**src/rtl/uart_receiver.sv**
```systemverilog
// UART receive path: synchronises rx, finds the start edge and samples every
// bit at mid-period, then presents each byte with a one-clock strobe.
module uart_receiver #(
  parameter int DATA_BITS  = 8,
  parameter int OVERSAMPLE = 16
) (
  input  logic                 clk,
  input  logic                 reset_n,
  input  logic                 tick,
  input  logic                 rx,
  output logic [DATA_BITS-1:0] data_out,
  output logic                 data_valid,
  output logic                 frame_error,
  output logic                 busy,
  output logic [1:0]           state_dbg
);

  // Handshake: data_valid is a one-clock strobe with no back-pressure. The
  // consumer captures data_out/frame_error in that cycle; data_out then holds
  // until the next frame completes.

  localparam int SW = $clog2(OVERSAMPLE);
  localparam int BW = $clog2(DATA_BITS);

  localparam logic [SW-1:0] S_MID  = SW'(OVERSAMPLE / 2 - 1);
  localparam logic [SW-1:0] S_LAST = SW'(OVERSAMPLE - 1);
  localparam logic [BW-1:0] B_LAST = BW'(DATA_BITS - 1);

  typedef enum logic [1:0] {
    IDLE  = 2'd0,
    START = 2'd1,
    DATA  = 2'd2,
    STOP  = 2'd3
  } state_t;

  state_t                 state;
  logic                   rx_m;
  logic                   rx_s;
  logic [SW-1:0]          s_cnt;
  logic [BW-1:0]          bit_cnt;
  logic [DATA_BITS-1:0]   shift;

  // Flops reset to 1 so a reset never looks like a start edge.
  always_ff @(posedge clk or negedge reset_n) begin
    if (!reset_n) begin
      rx_m <= 1'b1;
      rx_s <= 1'b1;
    end else begin
      rx_m <= rx;
      rx_s <= rx_m;
    end
  end

  always_ff @(posedge clk or negedge reset_n) begin
    if (!reset_n) begin
      state       <= IDLE;
      s_cnt       <= '0;
      bit_cnt     <= '0;
      shift       <= '0;
      data_out    <= '0;
      data_valid  <= 1'b0;
      frame_error <= 1'b0;
    end else begin
      data_valid  <= 1'b0;
      frame_error <= 1'b0;
      if (tick) begin
        case (state)
          IDLE: begin
            if (!rx_s) begin
              state <= START;
              s_cnt <= '0;
            end
          end
          START: begin
            if (s_cnt == S_MID) begin
              // A start bit that is high again at its centre was a glitch.
              if (!rx_s) begin
                state   <= DATA;
                s_cnt   <= '0;
                bit_cnt <= '0;
              end else begin
                state <= IDLE;
              end
            end else begin
              s_cnt <= s_cnt + 1'b1;
            end
          end
          DATA: begin
            if (s_cnt == S_LAST) begin
              shift <= {rx_s, shift[DATA_BITS-1:1]};
              s_cnt <= '0;
              if (bit_cnt == B_LAST) begin
                state <= STOP;
              end else begin
                bit_cnt <= bit_cnt + 1'b1;
              end
            end else begin
              s_cnt <= s_cnt + 1'b1;
            end
          end
          STOP: begin
            // Leaving at mid stop bit lets a back-to-back start edge be seen.
            if (s_cnt == S_LAST) begin
              data_out    <= shift;
              data_valid  <= 1'b1;
              frame_error <= ~rx_s;
              state       <= IDLE;
            end else begin
              s_cnt <= s_cnt + 1'b1;
            end
          end
          default: state <= IDLE;
        endcase
      end
    end
  end

  assign busy      = (state != IDLE);
  assign state_dbg = state;

endmodule

```
**config.mk**
```make
export PLATFORM = sky130hd
export DESIGN_NAME = uart_receiver
export DESIGN_NICKNAME = d
export VERILOG_FILES = /design/src/rtl/uart_receiver.sv
export SDC_FILE = /design/constraint.sdc
export NUM_CORES = 1
export LEC_CHECK = 0
export ABC_AREA = 1
export BUFFER_PORTS_ARGS = -buffer_cell sky130_fd_sc_hd__buf_2
export CELL_PAD_IN_SITES_DETAIL_PLACEMENT = 1
export CELL_PAD_IN_SITES_GLOBAL_PLACEMENT = 1
export CORE_MARGIN = 5
export CORE_UTILIZATION = 46
export CTS_CLUSTER_SIZE = 25
export DETAILED_ROUTE_END_ITERATION = 8
export PLACE_DENSITY = 0.8
export RECOVER_POWER = 25
export SYNTH_ARGS = -nofsm -noshare
export SYNTH_HDL_FRONTEND = slang
export SYNTH_SLANG_ARGS = --single-unit
```
**constraint.sdc**
```tcl
create_clock -name clk -period 2.3 [get_ports clk]
set_input_delay 0.46 -clock clk [delete_from_list [all_inputs] [get_ports clk]]
set_output_delay 0.46 -clock clk [all_outputs]
set_load 0.01 [all_outputs]
```
# After elaboration in Yosys (flattened, before gate mapping)
# Index checks and enable logic that the tools add are counted.
[totals]
ff_bits = 29
ram_bits = 0
inputBits = 4
mem_bits_ro = 0
out_inout_bits = 13
latchBits = 0
mem_count = 0
[classes]
div_mod_pow = 0
n_reduce_logical = 8
order_cmp = 0
addsub = 2
n_mul = 0
shift = 0
muxes = 23
n_bitwise = 1
eq_ne = 14
[ops]
columns = ["op", "count"]
rows = [
  ["$mux 4", 4],
  ["$ne 2x2->1 const B", 8],
  ["$pmux 4 s4", 1],
  ["$mux 2", 6],
  ["$mux 3", 4],
  ["$reduce_and 6->1", 2],
  ["$pmux 2 s4", 1],
  ["$mux 1", 6],
  ["$pmux 3 s2", 1],
  ["$reduce_and 3->1", 2],
  ["$add 4x1->4 const B", 1],
  ["$eq 2x2->1 const B", 2],
  ["$eq 4x3->1 const B", 1],
  ["$eq 4x4->1 const B", 1],
  ["$reduce_bool 2->1", 2],
  ["$add 3x1->3 const B", 1],
  ["$eq 3x3->1 const B", 1],
  ["$eq 2x1->1 const B", 1],
  ["$logic_not 2->1", 1],
  ["$reduce_and 2->1", 1],
  ["$not 1->1", 1],
]

# Logic depth before layout (Yosys ltp)
[depth]
word_depth = 4
depth_mapped = 9
ltp_nobuf = 9

# Worst setup path after synthesis
# No wires, ideal clock.
[synth_timing]
path_type = "flip-flop to flip-flop"
from = "register s_cnt[0]"
to = "register s_cnt[0]"
stages_incl_launch_ff = 8
arrival_ps = 1235
slack_ps = 937
path_cell_list = "dfrtp_1 > ha_1 > nand3_4 > nor2_2 > nor2_1 > nand2_1 > nand2_1 > o21ai_0"
[synth_between]
elab_chain_cells = 3
elab_cells_between_ends = 10
classes_between = "1 x add/sub; 3 x eq/ne; 5 x mux; 1 x reduce/logical"
[synth_rtl]
columns = ["item", "line", "rtl"]
rows = [
  ["start: declaration", "39", "logic [SW-1:0] s_cnt;"],
  ["start signal: assignment", "85", "s_cnt <= s_cnt + 1'b1;"],
  ["start signal: assignment", "98", "s_cnt <= s_cnt + 1'b1;"],
  ["start signal: assignment", "109", "s_cnt <= s_cnt + 1'b1;"],
  ["$add 4x1->4, or another cell as far along", "85, 98, 109", ""],
  ["$mux 4, or another cell as far along", "103", "if (s_cnt == S_LAST) begin"],
  ["$pmux 4 s4 or $reduce_and 2->1 (tied branches)", "n/a", ""],
]
# Parallel ways exist; a longest one is shown, timed or not. The select of a mux whose other input is x is not followed.
# A chain may end at the register's enable or synchronous reset.

# Final worst setup path
[layout_timing]
from = "register state[0] (netlist: state_dbg[0])"
to = "output busy"
[layout_between]
elab_chain_cells = 1
[layout_rtl]
columns = ["item", "line", "rtl"]
rows = [
  ["start: declaration", "36", "state_t state;"],
  ["start signal: assignment", "56", "state <= IDLE;"],
  ["start signal: assignment", "70", "state <= START;"],
  ["start signal: assignment", "78", "state <= DATA;"],
  ["$reduce_bool 2->1", "118", "assign busy = (state != IDLE);"],
  ["end: declaration", "14", "output logic busy,"],
]
# Every way passes these cells.

==> qor.yml <==
drt.antenna.violating_nets: 0
pre_cts_slack_ns: 0.6585
timing_worst_slew_pin_value_ns: 1.490
post_drt_via_cell_ratio: 5.000
seq_power_share: 0.485
design.core.area_mm2: 0.002978
worstSkewPairLatency_ns: 0.34
met2RoutedLength_mm: 1.330
routabilityCongestion: 0.8745
number_of_antenna_violations_at_the_first_check_in_global_routing: 0
logic_gate_share_of_total_power: 0.268
grt_use_total: 0.1613
final_critical_path_setup_slack_ns: 0.6037
arrival_time_of_data_at_the_critical_path_endpoint_ns: 1.24
floorplan.die.width_um: 64.87
worst-setup-path-type: "flop to primary output"
post_synth_inst_count: 157
ctsResizeCount: 0
top_layer: "met4"
synth_fp_nets: 164
detailed_router_s_first_iteration_violation_count: 34
cts_post_setup_buffers_inserted: 0
timing.final.crit_share: 0.7375
die_area_mm2: 0.004208
numCtsBuffers: 5
synthesis.area_mm2: 0.001385
detailedPlacementHpwl_mm: 2.047
cts.sinks: 29
floorplan.initialDensity: 0.4651
grt_first_pass_wirelength_mm: 5.037
final-hold-violation-count: 0
setup_viol_count_final: 0
power_per_cell_area_mw_per_mm2: 883.7
wl_per_cell_um: 12.89
crit_path_start_kind: "flop"
io_buffers: 16
drtPass1Iterations: 4
whs_path_depth: 1
grt_start_max_net_pins: 30
r2r_cells: 4
num_rows: 20
power.switching_uw: 508.8
period_minus_slack_ns: 1.696
critical_path_fanouts_max: 9
outcome: "finished, violations left"
total_of_flip_flops_plus_latches_after_synthesis: 29
layout.nets: 184
failed_checks: "capacitance limit"
dr_total_vias: 1055
drt_wl_total_mm: 2.720
min-delay-path-class: "input pin to flop"
power.static_leakage_nw: 0.8322
clock_transition_at_the_registers_of_the_reported_paths_ns: 0.09
synth.yosys.seq_area_share: 0.5257
n_antenna_cell: 0
ys.warnings.count: 0
final_max_slew_viol_count: 0
drive_gt1_frac: 0.2528
pwr-share-clk: 0.247
die_height_um: 64.87
slew-limit-headroom: 0.006466
maxClockFrequency_mhz: 589.5
cp.required_ns: 1.84
cts.root.buffer_cell: "sky130_fd_sc_hd__clkbuf_4"
timing.critical_path.to_type: "primary output"
power.switching_fraction: 0.3732
cts_tree: "done"
ctsHoldBuffers: 0
synthDistinctLibCells: 22
intPower_uw: 854.6
fillCellCount: 351
drc_errors: 0
postSynthAreaPerCell_um2: 8.822
synthesis_to_layout_area_growth_pct: 11.38
maxCapViolations: 1
clock_skew_ns: 0.01380
clk_path_buf_depth: 2
globalRouteOverflowTotal: 0
detailed_route_wire_length_on_metal_1_mm: 1.231
met3_length_um: 110
r2r_setup_slack_ns: 0.64
peakVddDrop_mv: 0.3075
pin_count: 17
clock_tree.htree_level_count: 2
rsz0062_at_grt: "false"
first_global_vias: 1113
timing.setup.tns_ns: 0
cell usage after synthesis (all sizes together):
library cell / number / area, um2
nand3: 9 / 57.56
nor2: 12 / 57.55
inv: 23 / 86.34
nand2: 51 / 198.9
nor3: 1 / 16.27
nand3b: 1 / 7.510
a21oi: 1 / 5.000
ha: 3 / 37.54
and2: 1 / 6.260
o21ai: 22 / 147.6
buf: 3 / 27.52
dfstp: 2 / 52.55
dfrtp: 27 / 675.7
xor2: 1 / 8.760
state kept, by name, summed over array words and instances, names as in the netlist, named ones only:
register	flops
frame_error	1
data_out	8
bit_cnt	3
rx_m	1
s_cnt	4
shift	8
state_dbg	1
data_valid	1
rx_s	1
worst paths after layout:
path,from,to
setup / recovery,state_dbg[0],busy
hold / removal,rx,rx_m
setup reg to reg,s_cnt[0],shift[4]
hold reg to reg,rx_m,rx_s
max in group asynchronous,reset_n,s_cnt[1]
min in group asynchronous,reset_n,shift[4]
layout by cell type (no fill, tap or decap), types with 2 or more instances in the layout:
| cell type | instances |
|---|---|
| sky130_fd_sc_hd__nand3_1 | 8 |
| sky130_fd_sc_hd__ha_1 | 3 |
| sky130_fd_sc_hd__buf_2 | 15 |
| sky130_fd_sc_hd__clkbuf_4 | 5 |
| sky130_fd_sc_hd__dfrtp_1 | 27 |
| sky130_fd_sc_hd__dfstp_2 | 2 |
| sky130_fd_sc_hd__nand2_2 | 3 |
| sky130_fd_sc_hd__nand2_1 | 48 |
| sky130_fd_sc_hd__o21ai_2 | 10 |
| sky130_fd_sc_hd__nor2_1 | 9 |
| sky130_fd_sc_hd__o21ai_0 | 10 |
| sky130_fd_sc_hd__nor2_2 | 2 |
| sky130_fd_sc_hd__inv_2 | 2 |
| sky130_fd_sc_hd__inv_1 | 21 |
| sky130_fd_sc_hd__o21ai_1 | 2 |
through the flow:
stage / power [mW] / util / instance area, um2 / hold slack [ns] / instances
floorplan: 0.9302 / - / 1385 / 0.1644 / 157
global placement: 1.022 / 0.4966 / 1479 / 0.3470 / 203
detailed placement: 1.045 / 0.4966 / 1479 / 0.3476 / 203
CTS: 1.385 / 0.5185 / 1544 / 0.1413 / 211
global route: 1.486 / 0.5181 / 1543 / 0.1974 / 211
finish: 1.363 / 0.5181 / 1543 / 0.2233 / 211
layer usage:
layer,track usage,up-vias
met5,0,-
met4,0.07124,0
met3,0.05893,6
met2,0.2695,14
met1,0.1835,509
li1,-,526
cell families (layout without fill, tap and decap cells):
kind of cell,count (synthesis),count (layout),share of synthesized area
fa+ha+maj,3,3,0.02710
flops,29,29,0.5257
xor+xnor,1,1,0.006325
buf+inv,26,47,0.08220
compound gates,23,23,0.1102
simple gates,75,75,0.2484
layout make-up:
class,instances,area [um2],share of cell area
Sequential cell,29,728.2,0.4720
Timing Repair Buffer,16,78.83,0.05109
Inverter,23,86.33,0.05596
Tap cell,33,41.29,0.02676
Clock inverter,2,13.76,0.008921
Clock buffer,6,51.30,0.03325
Multi-Input combinational cell,102,543.0,0.3520
worst max-delay path, cell delays in order (launching register included):
cell                      delay [ns]
sky130_fd_sc_hd__dfrtp_1        0.56
sky130_fd_sc_hd__inv_1          0.12
sky130_fd_sc_hd__nand2_1        0.10
sky130_fd_sc_hd__buf_2          0.13
power by group through the flow:
stage / clock network, mW / registers [mW] / logic, mW
finish: 0.337 / 0.661 / 0.365
global route: 0.384 / 0.672 / 0.429
CTS: 0.348 / 0.662 / 0.375
detailed placement: 0 / 0.672 / 0.373
global placement: 0 / 0.666 / 0.356
floorplan: 0 / 0.647 / 0.284
Note: power is estimated with default switching activity, not from simulation.
